**src/rtl/ac_actuator_sequencer_pkg.sv**
```systemverilog
// Shared types and constants for the AC actuator sequencer.
package ac_actuator_sequencer_pkg;

    localparam int AC_STATE_WIDTH = 2;

    typedef enum logic [AC_STATE_WIDTH-1:0] {
        AC_ST_IDLE = 2'd0,
        AC_ST_HEAT = 2'd1,
        AC_ST_COOL = 2'd2,
        AC_ST_DEAD = 2'd3
    } ac_state_e;

    // True in the states that drive a heater or compressor relay.
    function automatic logic ac_is_active(input ac_state_e s);
        return (s == AC_ST_HEAT) || (s == AC_ST_COOL);
    endfunction

endpackage

```
**src/rtl/ac_actuator_sequencer_if.sv**
```systemverilog
// Request/status bundle between the temperature decision logic and the
// actuator sequencer. The slave side is the sequencer itself.
interface ac_actuator_sequencer_if
    import ac_actuator_sequencer_pkg::*;
();

    logic                      enable_i;
    logic                      heat_req_i;
    logic                      cool_req_i;
    logic                      heater_on_o;
    logic                      cooler_on_o;
    logic                      fan_on_o;
    logic [AC_STATE_WIDTH-1:0] state_o;
    logic                      req_conflict_o;

    modport master (
        output enable_i, heat_req_i, cool_req_i,
        input  heater_on_o, cooler_on_o, fan_on_o, state_o, req_conflict_o
    );

    modport slave (
        input  enable_i, heat_req_i, cool_req_i,
        output heater_on_o, cooler_on_o, fan_on_o, state_o, req_conflict_o
    );

endinterface

```
**src/rtl/ac_cycle_timer.sv**
```systemverilog
// Loadable down-counter that stops at zero; reports when it has run out.
module ac_cycle_timer #(
    parameter int          CNT_WIDTH = 16,
    parameter int unsigned RST_VAL   = 0
) (
    input  logic                 clk_i,
    input  logic                 rst_i,
    input  logic                 i_load,
    input  logic [CNT_WIDTH-1:0] i_load_val,
    output logic                 o_zero
);

    logic [CNT_WIDTH-1:0] r_cnt;

    // Load wins over counting; counting stops at zero instead of wrapping.
    always_ff @(posedge clk_i) begin
        if (rst_i) begin
            r_cnt <= CNT_WIDTH'(RST_VAL);
        end else if (i_load) begin
            r_cnt <= i_load_val;
        end else if (r_cnt != '0) begin
            r_cnt <= r_cnt - 1'b1;
        end
    end

    assign o_zero = (r_cnt == '0);

endmodule

```
**src/rtl/ac_actuator_sequencer.sv**
```systemverilog
// AC actuator sequencer: turns heat/cool request levels into relay enables
// with minimum-on time, dead time, compressor restart lockout and mutual
// exclusion. Optional fan run-on after the actuator drops is enabled by
// defining AC_FAN_OVERRUN_EN.
//
// state | meaning
// IDLE  | all relays off, waiting for a single valid request
// HEAT  | heater relay on
// COOL  | compressor relay on
// DEAD  | all relays off for DEAD_CYCLES before returning to IDLE
module ac_actuator_sequencer
    import ac_actuator_sequencer_pkg::*;
#(
    parameter int MIN_ON_CYCLES       = 8,
    parameter int DEAD_CYCLES         = 4,
    parameter int COOL_LOCKOUT_CYCLES = 12,
    parameter int FAN_OVERRUN_CYCLES  = 6,
    parameter int CNT_WIDTH           = 16
) (
    input logic                    clk_i,
    input logic                    rst_i,
    ac_actuator_sequencer_if.slave bus
);

    // Reject configurations whose cycle counts do not fit the counters.
    if ((MIN_ON_CYCLES < 1) || (DEAD_CYCLES < 1) || (FAN_OVERRUN_CYCLES < 1) ||
        (COOL_LOCKOUT_CYCLES < 0) ||
        (longint'(MIN_ON_CYCLES) >= (64'd1 << CNT_WIDTH)) ||
        (longint'(DEAD_CYCLES) >= (64'd1 << CNT_WIDTH)) ||
        (longint'(COOL_LOCKOUT_CYCLES) >= (64'd1 << CNT_WIDTH)) ||
        (longint'(FAN_OVERRUN_CYCLES) >= (64'd1 << CNT_WIDTH))) begin : g_bad_cfg
        $error("ac_actuator_sequencer: cycle parameter out of range for CNT_WIDTH");
    end

    ac_state_e            r_state;
    ac_state_e            w_state_next;
    logic [CNT_WIDTH-1:0] r_st_cnt;
    logic                 r_heater;
    logic                 r_cooler;
    logic                 r_fan;
    logic                 r_conflict;
    logic                 w_conflict_next;
    logic                 w_act_next;
    logic                 w_fan_next;
    logic                 w_lock_zero;
    logic                 w_lock_load;

    // Next-state decision; requests are only evaluated from IDLE, so a
    // HEAT<->COOL change always passes through DEAD.
    always_comb begin
        w_state_next    = r_state;
        w_conflict_next = 1'b0;
        case (r_state)
            AC_ST_IDLE: begin
                if (bus.enable_i) begin
                    if (bus.heat_req_i && bus.cool_req_i) begin
                        w_conflict_next = 1'b1;
                    end else if (bus.heat_req_i) begin
                        w_state_next = AC_ST_HEAT;
                    end else if (bus.cool_req_i && w_lock_zero) begin
                        w_state_next = AC_ST_COOL;
                    end
                end
            end
            AC_ST_HEAT: begin
                if (!bus.enable_i) begin
                    w_state_next = AC_ST_DEAD;
                end else if ((!bus.heat_req_i || bus.cool_req_i) &&
                             (r_st_cnt >= CNT_WIDTH'(MIN_ON_CYCLES - 1))) begin
                    w_state_next = AC_ST_DEAD;
                end
            end
            AC_ST_COOL: begin
                if (!bus.enable_i) begin
                    w_state_next = AC_ST_DEAD;
                end else if ((!bus.cool_req_i || bus.heat_req_i) &&
                             (r_st_cnt >= CNT_WIDTH'(MIN_ON_CYCLES - 1))) begin
                    w_state_next = AC_ST_DEAD;
                end
            end
            AC_ST_DEAD: begin
                if (r_st_cnt == CNT_WIDTH'(DEAD_CYCLES - 1)) begin
                    w_state_next = AC_ST_IDLE;
                end
            end
            default: w_state_next = AC_ST_IDLE;
        endcase
    end

    assign w_act_next  = ac_is_active(w_state_next);
    assign w_lock_load = (r_state == AC_ST_COOL) && (w_state_next != AC_ST_COOL);

    ac_cycle_timer #(
        .CNT_WIDTH (CNT_WIDTH),
        .RST_VAL   (COOL_LOCKOUT_CYCLES)
    ) u_lockout (
        .clk_i      (clk_i),
        .rst_i      (rst_i),
        .i_load     (w_lock_load),
        .i_load_val (CNT_WIDTH'(COOL_LOCKOUT_CYCLES)),
        .o_zero     (w_lock_zero)
    );

`ifdef AC_FAN_OVERRUN_EN
    logic w_fan_load;
    logic w_fan_zero;

    // Loaded one short because the load edge itself is the first run-on cycle.
    assign w_fan_load = (r_heater || r_cooler) && !w_act_next;

    ac_cycle_timer #(
        .CNT_WIDTH (CNT_WIDTH),
        .RST_VAL   (0)
    ) u_fan_overrun (
        .clk_i      (clk_i),
        .rst_i      (rst_i),
        .i_load     (w_fan_load),
        .i_load_val (CNT_WIDTH'(FAN_OVERRUN_CYCLES - 1)),
        .o_zero     (w_fan_zero)
    );

    assign w_fan_next = w_act_next || w_fan_load || !w_fan_zero;
`else
    assign w_fan_next = w_act_next;
`endif

    // State register, state cycle counter and registered relay outputs.
    always_ff @(posedge clk_i) begin
        if (rst_i) begin
            r_state    <= AC_ST_IDLE;
            r_st_cnt   <= '0;
            r_heater   <= 1'b0;
            r_cooler   <= 1'b0;
            r_fan      <= 1'b0;
            r_conflict <= 1'b0;
        end else begin
            r_state    <= w_state_next;
            if (w_state_next != r_state) begin
                r_st_cnt <= '0;
            end else if (r_st_cnt != '1) begin
                r_st_cnt <= r_st_cnt + 1'b1;
            end
            r_heater   <= (w_state_next == AC_ST_HEAT);
            r_cooler   <= (w_state_next == AC_ST_COOL);
            r_fan      <= w_fan_next;
            r_conflict <= w_conflict_next;
        end
    end

    assign bus.heater_on_o    = r_heater;
    assign bus.cooler_on_o    = r_cooler;
    assign bus.fan_on_o       = r_fan;
    assign bus.state_o        = r_state;
    assign bus.req_conflict_o = r_conflict;

endmodule
```
**src/flat_wrapper.sv**
```systemverilog
// flat-port wrapper written by rule: the top's interface ports become plain ports
module ac_actuator_sequencer_flat import ac_actuator_sequencer_pkg::*;
#(
    parameter int MIN_ON_CYCLES       = 8,
    parameter int DEAD_CYCLES         = 4,
    parameter int COOL_LOCKOUT_CYCLES = 12,
    parameter int FAN_OVERRUN_CYCLES  = 6,
    parameter int CNT_WIDTH           = 16
)
  (clk_i, rst_i, bus_enable_i, bus_heat_req_i, bus_cool_req_i, bus_heater_on_o, bus_cooler_on_o, bus_fan_on_o, bus_state_o, bus_req_conflict_o);
  ac_actuator_sequencer_if bus_i ();
  input logic clk_i;
  input logic rst_i;
  input wire logic [$bits(bus_i.enable_i)-1:0] bus_enable_i;
  input wire logic [$bits(bus_i.heat_req_i)-1:0] bus_heat_req_i;
  input wire logic [$bits(bus_i.cool_req_i)-1:0] bus_cool_req_i;
  output wire logic [$bits(bus_i.heater_on_o)-1:0] bus_heater_on_o;
  output wire logic [$bits(bus_i.cooler_on_o)-1:0] bus_cooler_on_o;
  output wire logic [$bits(bus_i.fan_on_o)-1:0] bus_fan_on_o;
  output wire logic [$bits(bus_i.state_o)-1:0] bus_state_o;
  output wire logic [$bits(bus_i.req_conflict_o)-1:0] bus_req_conflict_o;
  assign bus_i.enable_i = bus_enable_i;
  assign bus_i.heat_req_i = bus_heat_req_i;
  assign bus_i.cool_req_i = bus_cool_req_i;
  assign bus_heater_on_o = bus_i.heater_on_o;
  assign bus_cooler_on_o = bus_i.cooler_on_o;
  assign bus_fan_on_o = bus_i.fan_on_o;
  assign bus_state_o = bus_i.state_o;
  assign bus_req_conflict_o = bus_i.req_conflict_o;
  ac_actuator_sequencer #(.MIN_ON_CYCLES(MIN_ON_CYCLES), .DEAD_CYCLES(DEAD_CYCLES), .COOL_LOCKOUT_CYCLES(COOL_LOCKOUT_CYCLES), .FAN_OVERRUN_CYCLES(FAN_OVERRUN_CYCLES), .CNT_WIDTH(CNT_WIDTH)) u_core (.clk_i(clk_i), .rst_i(rst_i), .bus(bus_i));
endmodule
```
**config.mk**
```make
export PLATFORM = sky130hd
export DESIGN_NAME = ac_actuator_sequencer_flat
export DESIGN_NICKNAME = d
export VERILOG_FILES = /design/src/rtl/ac_actuator_sequencer_pkg.sv /design/src/rtl/ac_actuator_sequencer_if.sv /design/src/rtl/ac_cycle_timer.sv /design/src/rtl/ac_actuator_sequencer.sv /design/src/flat_wrapper.sv
export SDC_FILE = /design/constraint.sdc
export NUM_CORES = 1
export LEC_CHECK = 0
export ABC_AREA = 1
export BUFFER_PORTS_ARGS = -buffer_cell sky130_fd_sc_hd__buf_4
export CORE_MARGIN = 2
export CORE_UTILIZATION = 45
export DETAILED_ROUTE_END_ITERATION = 7
export PLACE_DENSITY = 0.61
export SETUP_SLACK_MARGIN = 0.3
export SLEW_MARGIN = 15
export SYNTH_ARGS = -nofsm -noshare
export SYNTH_HDL_FRONTEND = slang
export SYNTH_SLANG_ARGS = --single-unit
export TNS_END_PERCENT = 100
```
**constraint.sdc**
```tcl
create_clock -name clk_i -period 1.88 [get_ports clk_i]
set_input_delay 0.282 -clock clk_i [delete_from_list [all_inputs] [get_ports clk_i]]
set_output_delay 0.282 -clock clk_i [all_outputs]
set_load 0.03 [all_outputs]
```
Word-level counts from Yosys, hierarchy flattened
Index checks and enable logic that the tools add are counted.
W data, S select, Z words.

word-level totals
  register bits = 38
  bits of input ports = 5
  output and inout port bits = 6
  logic and storage cells = 48

cells by class
  add/subtract/negate cells = 2
  order comparisons = 1
  equality and inequality tests = 9
  muxes and demuxes = 11
  bitwise operators = 2
  reduce and logical (&&, ||, !) cells = 16

operators with widths
  operator                 count
  $mux W2                  9
  $add A16 B1 Y16 const B  1
  $eq A16 B2 Y1 const B    1
  $ge A16 B3 Y1 const B    1
  $logic_not A16 Y1        1
  $ne A16 B16 Y1 const B   1
  $reduce_bool A16 Y1      1
  $sub A16 B1 Y16 const B  1
  $pmux W2 S4              1
  $eq A2 B2 Y1 const B     3
  $logic_and A1 B1 Y1      5
  $eq A2 B1 Y1 const B     2
  $reduce_or A2 Y1         2
  $logic_or A1 B1 Y1       3
  $reduce_or A3 Y1         1
  $logic_not A1 Y1         2
  $logic_not A2 Y1         1
  $ne A2 B2 Y1             1
  $ne A2 B2 Y1 const B     1
  $not A1 Y1               2
  $mux W1                  1

Longest topological paths before layout
Gate-level depths: netlist of the first run.

  word-level depth = 10
  depth in mapped cells = 14

Modules after synthesis
Synthesis of the first run repeated with hierarchy kept, for this count alone.

second synthesis, totals
  cells, all modules = 368
  area total of the unflattened synthesis = 2406.1 um2

modules (own cells, without submodules)
  module                 instances  cells an instance  area an instance (um2)
  ac_actuator_sequencer  1          188                1290.0
  ac_cycle_timer         1          180                1116.1

Worst setup path after synthesis of the first run
No wires, ideal clock.

  path type = register -> register
  start point = reg u_core.r_state[1], in the netlist u_core.bus.state_o[1]
  end point = reg u_core.u_lockout.r_cnt[10]
  arrival = 1.976 ns
  data required time = 1.763 ns
  path slack = -0.213 ns
  stages on the path, launching flop included = 10
  buffers on the path = 1
  clock period less this slack = 2.093 ns
  path through = dfxtp_1 > nand4_1 > nor2_1 > nand2_1 > nand3_2 > inv_1 > ha_1 > o21ai_0 > buf_2 > nor2_1

between the ends
  word-level cells in the longest chain between the ends = 8
  elaborated cells on any way between the ends = 17

RTL lines
  element                              RTL line                      RTL
  from (decl)                          ac_actuator_sequencer.sv:35   ac_state_e r_state;
  from (signal assigned)               ac_actuator_sequencer.sv:137  r_state <= w_state_next;
  $mux W2                              ac_actuator_sequencer.sv:60   end else if (bus.cool_req_i && w_lock_zero) begin
  $mux W2                              ac_actuator_sequencer.sv:58   end else if (bus.heat_req_i) begin
  $mux W2                              ac_actuator_sequencer.sv:56   if (bus.heat_req_i && bus.cool_req_i) begin
  $mux W2                              ac_actuator_sequencer.sv:55   if (bus.enable_i) begin
  $pmux W2 S4 *                        ac_actuator_sequencer.sv:53   case (r_state)
  named net u_core.w_state_next[1]     ac_actuator_sequencer.sv:36   ac_state_e w_state_next;
  $ne A2 B2 Y1 *                       ac_actuator_sequencer.sv:91   assign w_lock_load = (r_state == AC_ST_COOL) && (w_state_next != AC_ST_COOL);
  $logic_and A1 B1 Y1 *                ac_actuator_sequencer.sv:91
  $reduce_or A2 Y1 (no source line) *  -
  to (signal assigned)                 ac_cycle_timer.sv:18          r_cnt <= CNT_WIDTH'(RST_VAL);
  to (signal assigned)                 ac_cycle_timer.sv:20          r_cnt <= i_load_val;
  to (signal assigned)                 ac_cycle_timer.sv:22          r_cnt <= r_cnt - 1'b1;
  to (decl)                            ac_cycle_timer.sv:13          logic [CNT_WIDTH-1:0] r_cnt;

The timed path passes the listed nets; every way through them passes the cells marked *.
A chain may end at the register's enable or synchronous reset.

Worst setup path after layout of the first run
  start point = reg u_core.r_st_cnt[1]
  end point = reg u_core.u_lockout.r_cnt[7]

between the ends
  word-level cells in the longest chain between the ends = 8
  elaborated cells on any way between the ends = 13

RTL lines
  element                                        RTL line                                                  RTL
  from (decl)                                    ac_actuator_sequencer.sv:37                               logic [CNT_WIDTH-1:0] r_st_cnt;
  from (signal assigned)                         ac_actuator_sequencer.sv:141                              r_st_cnt <= r_st_cnt + 1'b1;
  $ge A16 B3 Y1                                  ac_actuator_sequencer.sv:69, ac_actuator_sequencer.sv:77
  $logic_and A1 B1 Y1, on equally long branches  ac_actuator_sequencer.sv:76, ac_actuator_sequencer.sv:68
  $mux W2, on equally long branches              ac_actuator_sequencer.sv:76, ac_actuator_sequencer.sv:68
  $mux W2, on equally long branches              ac_actuator_sequencer.sv:74, ac_actuator_sequencer.sv:66
  $pmux W2 S4 *                                  ac_actuator_sequencer.sv:53
  named net u_core.w_state_next[1]               ac_actuator_sequencer.sv:36
  $ne A2 B2 Y1 *                                 ac_actuator_sequencer.sv:91
  $logic_and A1 B1 Y1 *                          ac_actuator_sequencer.sv:91
  $reduce_or A2 Y1 (no source line) *            -

Marks and branches as above.

==> qor.log, run 1 <==
[setup_path] endpoint required time on the critical path 2060 ps
[setup_path] Setup crit end u_core.u_lockout.r_cnt[7]
[layout] Antenna Cells 0
[floorplan] placeable core area 4692 um2
[min_path] path category of the worst min-delay check input port to flop
[flow_run] max-cap check violation count 0
[setup_path] critical path's most frequent cell sky130_fd_sc_hd__nand2_1
[sta] Fmax 0.5561 GHz
[power] leakage power 1.279 nW
[setup_path] Max stage delay on crit path 360 ps
[layout] area of all placed cells without fillers 2883 um2
[placement] final HPWL from detailed placement 3677 um
[setup_path] worst-case register-to-register setup slack 80 ps
[setup_path] worst-path cell with the longest stage delay sky130_fd_sc_hd__dfxtp_4
[yosys] cells after synthesis 316
[setup_path] count of buffer and inverter cells on the critical path 2
[drt] post-detailed-route count of antenna-violating nets 0
[floorplan] Total Die Area 5434 um2
[yosys] post-synthesis net count 326
[setup_path] number of cells traversed by the worst register-to-register path 13
[setup_path] total stage count of the critical path 13
[cts] Clock Path Buffers 2
[drt] overall routed net length 5262 um
[sta] final setup vio count 0
[cts] CTS tree done
[layout] post-route insts no fill 419
[cts] CTS root buffer sky130_fd_sc_hd__clkbuf_8
[setup_path] kind of critical path flop to flop
[power] overall power consumption 2.190 mW
[sta] hold_ws 182.2 ps
[power] peak supply drop 0.5793 mV
[sta] number of endpoints with negative hold slack in the final report 0
[sta] final critical-path share of the clock period 0.9565
[run_status] run status finished, final reports clean
[yosys] mean instance size in the synthesized netlist 6.921 um2
[yosys] count of unique library cells instantiated by Yosys 24
[setup_path] Crit. End Element flop
[layout] top library cells by usage in the layout, fill and taps aside 63 x sky130_fd_sc_hd__nor2_1, 63 x sky130_fd_sc_hd__nand2_1, 38 x sky130_fd_sc_hd__buf_4
[sta] worst-case headroom to the max-slew limit 0.7641
[drt] Routed WL per cell 12.56 um
[sta] number of pins exceeding their max-slew limit in the final report 0
[grt] leftover overflow at the end of global routing 0
[layout] final net count 374
[placement] area post-placement 2504 um2
[setup_path] CP startpoint u_core.r_st_cnt[1]
[setup_path] Crit Path Max Fanout 9
[placement] count of input and output buffers 10
[sta] Slew @ Worst Pin 351.2 ps
[placement] Placer Congestion 0.9122
[setup_path] reg-to-reg critical path endpoint u_core.u_lockout.r_cnt[7]
[floorplan] IO Pins 11
[setup_path] reg2reg start u_core.r_st_cnt[1]
[yosys] post-synthesis cell area 2187 um2
[grt] number of global-route vias before repair 2009
[sta] post-route clock skew 5.706 ps
[setup_path] critical path, cell by cell ha_4 > nand2_4 > nand2_2 > nor2_2 > nand2_1 > nand2_1 > nand2_1 > nand3_2 > inv_2 > ha_4 > o21ai_4 > buf_6 > a211oi_1
[yosys] Yosys warning total 0
[layout] Synth-to-Final Area Change 31.81%
[floorplan] initial core utilization 0.4661
[floorplan] total number of placement rows 25
[sta] Final Critical Period 1798 ps
[grt] overall track demand over capacity in global routing 0.2111
[cts] H-tree depth 2
[yosys] sequential cell area fraction in the yosys report 0.3478
[power] Pwr Density 759.7 nW/um2
[floorplan] floorplan die width 73.72 um
[grt] antenna violations before repair 0
[setup_path] Top delay family on crit path simple AND/OR/NAND/NOR gates
[drt] average via count per standard cell 5.062
[grt] largest net degree at the start of global routing 12
[setup_path] data arrival at the endpoint of the critical path 1980 ps
[sta] unrepaired setup endpoints after global routing yes
[yosys] post-synthesis sequential element count 38
[setup_path] startpoint class of the critical path flop
[floorplan] Die Y 73.72 um
[cts] number of clock sinks seen by CTS 38
[cts] clock insertion delay at the later pin of the skew report 290 ps
[drt] Detailed Routing Iterations Pass 1 4
[grt] wire length of the first global-routing pass 8921 um
[drt] DRC Markers 0
[drt] routed vias 2121
[layout] fraction of layout cells with a size suffix above 1 0.3096
[cts] total CTS buffers 5
[cts] clock input transition at the sequential cells of the worst setup and hold paths 80 ps
[drt] number of violations reported at the end of detailed-routing iteration 0 80
[placement] cell total after placement 395
[cts] hold buffer count at cts 0
==> metal layers <==
metal | vias up | routed length [um] | track usage
met3 | 12 | 175 | 0.04390
li1 | 1094 | - | -
met4 | 0 | 116 | 0.08283
met5 | - | 0 | 0
met2 | 44 | 2643 | 0.3671
met1 | 971 | 2327 | 0.2521
==> cell usage after synthesis (all sizes together) <==
cell	instances	area, um2
nor2	80	327.8
nand2	68	260.3
dfxtp	38	760.7
inv	31	116.4
nor3	27	185.2
nand3	17	100.1
xor2	13	113.9
o21ai	8	40.04
a21oi	7	35.03
xnor2	7	61.31
nand4	6	52.55
ha	5	62.56
buf	4	38.78
a211oi	2	15.01
a21boi	1	7.510
clkinv	1	3.750
or2	1	6.260
==> layout make-up <==
cell class | count | area [um2]
fillers | 430 | 1809
multi-input cells | 242 | 1426
flip-flops and latches | 38 | 773.2
repair buffers | 45 | 404.1
inverters | 32 | 120.1
clock buffers | 7 | 86.33
well taps | 54 | 67.56
clock inverters | 1 | 5.005
==> kinds of logic after synthesis <==
logic type | Yosys count | synth area share
DFF | 38 | 0.3478
and+or+nand+nor | 199 | 0.4262
adders and majority gates | 5 | 0.02860
buffers and inverters | 36 | 0.07265
AOI/OAI and AO/OA | 18 | 0.04462
xor gates and xnor gates | 20 | 0.08009
==> sequential cells by signal (all words and copies together) (netlist names) <==
signal and flops:
u_core.bus.fan_on_o 1, u_core.u_lockout.r_cnt 16, u_core.bus.cooler_on_o 1, u_core.bus.req_conflict_o 1, u_core.r_st_cnt 16, u_core.bus.state_o 2, u_core.bus.heater_on_o 1
==> where the power goes <==
group	internal [mW]	leakage [nW]	switching (mW)	total (mW)
combinational	0.300	0.920	0.383	0.683
sequential	0.868	0.311	0.0549	0.922
clock	0.296	0.0482	0.289	0.585
total	1.46	1.28	0.726	2.19
==> timing repair <==
| item | 4_1_cts | 5_1_grt |
|---|---|---|
| gates resized for setup | 28 | 10 |
| setup buffers | 12 | 3 |
| endpoints found under the setup margin | 33 | 35 |
| gates cloned | 1 | 0 |
| pin swaps | 21 | 8 |
| hold endpoints to repair | 0 | 0 |
==> worst register-to-register path: stages, from the launching register on <==
cell,delay [ps]
sky130_fd_sc_hd__dfxtp_4,360
sky130_fd_sc_hd__ha_4,170
sky130_fd_sc_hd__nand2_4,70
sky130_fd_sc_hd__nand2_2,60
sky130_fd_sc_hd__nor2_2,100
sky130_fd_sc_hd__nand2_1,80
sky130_fd_sc_hd__nand2_1,80
sky130_fd_sc_hd__nand2_1,70
sky130_fd_sc_hd__nand3_2,90
sky130_fd_sc_hd__inv_2,50
sky130_fd_sc_hd__ha_4,160
sky130_fd_sc_hd__o21ai_4,200
sky130_fd_sc_hd__buf_6,160
sky130_fd_sc_hd__a211oi_1,50
==> worst min path at each step <==
stage	from	endpoint	cells past startpoint
final	rst_i	u_core.bus.state_o[1]	2
after global routing	rst_i	u_core.bus.state_o[1]	2
after CTS	rst_i	u_core.bus.state_o[1]	2
after detailed placement	u_core.u_lockout.r_cnt[0]	u_core.u_lockout.r_cnt[0]	1
after global placement	u_core.u_lockout.r_cnt[0]	u_core.u_lockout.r_cnt[0]	1
after floorplan	rst_i	u_core.bus.state_o[0]	1
==> through the flow <==
| step | setup WS (ps) | TNS (ps) | utilization |
|---|---|---|---|
| finish | 81.85 | 0 | 0.6144 |
| global route | -24.34 | -112.7 | 0.6144 |
| CTS | 138.0 | 0 | 0.6048 |
| detailed placement | 58.49 | 0 | 0.5336 |
| global placement | 122.4 | 0 | 0.5336 |
| floorplan | 199.3 | 0 | - |
(Power assumes the default switching activity.)
==> run 2, diff against run 1 <==
- CORE_ASPECT_RATIO: unset -> 0.5
- PLACE_DENSITY: 0.61 -> 0.59
- clock period: 1.88 -> 1.8 ns (I/O delays scaled with it)
==> qor.log, run 2 (synthesized netlist as in run 1, its figures left out) <==
[run_status] run status finished, final reports clean
[power] leakage power 1.306 nW [+2.1%]
[sta] aggregate negative setup slack 0 ps [unchanged]
[cts] CTS tree done
[cts] total CTS buffers 5 [unchanged]
[setup_path] total stage count of the critical path 12 [-1]
[layout] most common library cell in the layout ignoring fill and taps sky130_fd_sc_hd__nor2_1
[floorplan] total number of placement rows 17 [-32%]
[layout] top library cells by usage in the layout, fill and taps aside 66 x sky130_fd_sc_hd__nor2_1, 62 x sky130_fd_sc_hd__nand2_1, 52 x sky130_fd_sc_hd__buf_4
[setup_path] data arrival at the endpoint of the critical path 1900 ps [-80 ps]
[placement] area post-placement 2631 um2 [+5.1%]
[power] peak supply drop 0.4611 mV [-20%]
[setup_path] count of buffer and inverter cells on the critical path 4 [+2]
[layout] sequential cell area 772.0 um2 [-0.16%]
[setup_path] worst-case register-to-register setup slack 80 ps [about the same]
[drt] average via count per standard cell 4.725 [-6.7%]
[drt] routed vias 2098 [-1.1%]
[power] clock network power share 0.301 [+0.034]
[setup_path] Crit Path Max Fanout 8 [-1]
[flow_run] max-cap check violation count 0 [unchanged]
[floorplan] Total Die Area 5468 um2 [+0.62%]
[power] overall power consumption 2.451 mW [+12%]
[drt] Routed WL per cell 11.59 um [-7.7%]
[setup_path] Top delay family on crit path simple AND/OR/NAND/NOR gates
[setup_path] reg2reg start u_core.u_lockout.r_cnt[1]
[sta] Final Critical Period 1716 ps [-82.48 ps]
[floorplan] IO Pins 11 [unchanged]
[floorplan] placeable core area 4531 um2 [-3.4%]
[layout] Antenna Cells 0 [unchanged]
[cts] number of clock sinks seen by CTS 38 [unchanged]
[power] Cell Int Power 1.661 mW [+13%]
[drt] DRC Markers 0 [unchanged]
[layout] post-route insts no fill 444 [+6.0%]
[drt] post-detailed-route count of antenna-violating nets 0 [unchanged]
[placement] final HPWL from detailed placement 3739 um [+1.7%]
[setup_path] number of cells traversed by the worst register-to-register path 12 [-1]
[cts] clock insertion delay at the later pin of the skew report 290 ps [about the same]
[grt] number of global-route vias before repair 1995 [-0.70%]
[setup_path] CP startpoint u_core.u_lockout.r_cnt[1]
[setup_path] critical path, cell by cell inv_2 > ha_4 > nand2_4 > nor2_4 > nand3_2 > nand2_2 > nand3_2 > buf_4 > buf_6 > nor2_4 > clkbuf_16 > nor3_2
[sta] number of pins exceeding their max-slew limit in the final report 0 [unchanged]
[placement] cell total after placement 422 [+6.8%]
[floorplan] initial core utilization 0.4827 [+0.01661]
[sta] number of endpoints with negative hold slack in the final report 0 [unchanged]
[power] switching power share of the total 0.3225 [-0.009105]
[setup_path] endpoint required time on the critical path 1980 ps [-80 ps]
[layout] area of all placed cells without fillers 2967 um2 [+2.9%]
[layout] final net count 387 [+3.5%]
[grt] overall track demand over capacity in global routing 0.2119 [+0.0007954]
[placement] count of input and output buffers 10 [unchanged]
[cts] H-tree depth 2 [unchanged]
[grt] largest net degree at the start of global routing 17 [+5]
[sta] post-route clock skew 4.680 ps [-1.026 ps]
[grt] wire length of the first global-routing pass 8687 um [-2.6%]
[floorplan] floorplan die width 102.6 um [+39%]
[power] Comb pwr share 0.308 [-0.004]
[cts] hold buffer count at cts 0 [unchanged]
[power] share of power burned in registers 0.391 [-0.030]
[sta] final setup vio count 0 [unchanged]
[power] Pwr Density 826.2 nW/um2 [+8.8%]
[cts] Clock Path Buffers 2 [unchanged]
[min_path] path category of the worst min-delay check input port to flop
[layout] number of fillers in the final layout 439 [+2.1%]
[grt] leftover overflow at the end of global routing 0 [unchanged]
[sta] worst-case headroom to the max-slew limit 0.7432 [-0.02092]
[setup_path] Max stage delay on crit path 330 ps [-30 ps]
[cts] CTS root buffer sky130_fd_sc_hd__clkbuf_8
[sta] unrepaired setup endpoints after global routing yes
[sta] final critical-path share of the clock period 0.9532 [-0.003314]
[setup_path] Setup crit end u_core.r_st_cnt[9]
[setup_path] worst-path cell with the longest stage delay sky130_fd_sc_hd__dfxtp_2
[setup_path] startpoint class of the critical path flop
[drt] Detailed Routing Iterations Pass 1 4 [unchanged]
[cts] clock input transition at the sequential cells of the worst setup and hold paths 80 ps [about the same]
[setup_path] kind of critical path flop to flop
[placement] Placer Congestion 0.8240 [-9.7%]
[layout] total area of multi-input combinational cells 1378 um2 [-3.4%]
[layout] fraction of layout cells with a size suffix above 1 0.3228 [+0.01316]
[floorplan] Die Y 53.30 um [-28%]
[power] net switching component of the power 790.4 uW [+8.8%]
[layout] Synth-to-Final Area Change 35.64%
[grt] antenna violations before repair 0 [unchanged]
[drt] overall routed net length 5145 um [-2.2%]
[drt] number of violations reported at the end of detailed-routing iteration 0 68 [-15%]
[setup_path] Crit. End Element flop
[sta] Fmax 0.5829 GHz [+4.8%]
[sta] Slew @ Worst Pin 382.3 ps [+31.13 ps]
[setup_path] reg-to-reg critical path endpoint u_core.r_st_cnt[9]
-- run 2: changes by cell type in the layout (fill, tap and decap cells not counted), moves of 2 or more --
cell	before	now
sky130_fd_sc_hd__nor3_4	2	0
sky130_fd_sc_hd__nor2_2	14	10
sky130_fd_sc_hd__nor2_1	63	66
sky130_fd_sc_hd__nor3_1	10	15
sky130_fd_sc_hd__dfxtp_4	2	0
sky130_fd_sc_hd__dfxtp_2	4	9
sky130_fd_sc_hd__dfxtp_1	32	29
sky130_fd_sc_hd__buf_4	38	52
sky130_fd_sc_hd__clkinvlp_4	0	2
sky130_fd_sc_hd__nor3_2	15	12
-- run 2: through the flow --
stage               utilization  hold slack [ps]  setup slack [ps]
detailed placement       0.5808            479.5            0.3796
global placement         0.5808            476.5             44.82
CTS                      0.6413            158.5             53.43
floorplan                     -            335.0             119.8
global route             0.6548            166.7            -58.86
finish                   0.6548            167.3             84.33
-- run 2: worst register-to-register path, stage by stage (launching register included) --
cell,delay (ps)
sky130_fd_sc_hd__dfxtp_2,330
sky130_fd_sc_hd__inv_2,70
sky130_fd_sc_hd__ha_4,160
sky130_fd_sc_hd__nand2_4,60
sky130_fd_sc_hd__nor2_4,110
sky130_fd_sc_hd__nand3_2,80
sky130_fd_sc_hd__nand2_2,70
sky130_fd_sc_hd__nand3_2,80
sky130_fd_sc_hd__buf_4,140
sky130_fd_sc_hd__buf_6,120
sky130_fd_sc_hd__nor2_4,150
sky130_fd_sc_hd__clkbuf_16,190
sky130_fd_sc_hd__nor3_2,50
-- run 2: power by group through the flow --
stage	Clock, mW	Combinational [mW]	Sequential (mW)
finish	0.739	0.755	0.958
CTS	0.759	0.699	0.956
global placement	0	0.590	0.973
floorplan	0	0.357	1.01
detailed placement	0	0.600	0.972
global route	0.789	0.841	0.964
-- run 2: cell type report --
type / instances / share of cell area
clock inverter: 3 / 0.01518
inverter: 32 / 0.04133
tap: 66 / 0.02784
multi-input combinational: 242 / 0.4644
sequential: 38 / 0.2602
clock buffer: 5 / 0.02320
timing repair buffer: 58 / 0.1679
-- run 2: worst min path at each step --
stage                     start                    end  slack (ps)  cells past startpoint
after floorplan           rst_i  u_core.bus.state_o[0]         330                      1
after global placement    rst_i  u_core.bus.state_o[1]         480                      2
after detailed placement  rst_i  u_core.bus.state_o[1]         480                      2
after CTS                 rst_i  u_core.bus.state_o[1]         160                      2
after global routing      rst_i  u_core.bus.state_o[0]         170                      2
final                     rst_i  u_core.bus.state_o[0]         170                      2
-- run 2: per-layer routing --
metal  global-route usage  up-vias  share of wire
met2               0.3780       30           0.49
met4              0.09556        0          0.012
met5                    0        -              0
met3              0.05020        6          0.041
met1               0.2448      925           0.46
li1                     -     1137              -
-- run 2: repair_timing --
action / CTS / global route
pin swaps: 8 / 2
gates cloned: 0 / 1
setup endpoints to repair: 35 / 35
buffers inserted: 11 / 2
gates resized for setup: 21 / 6
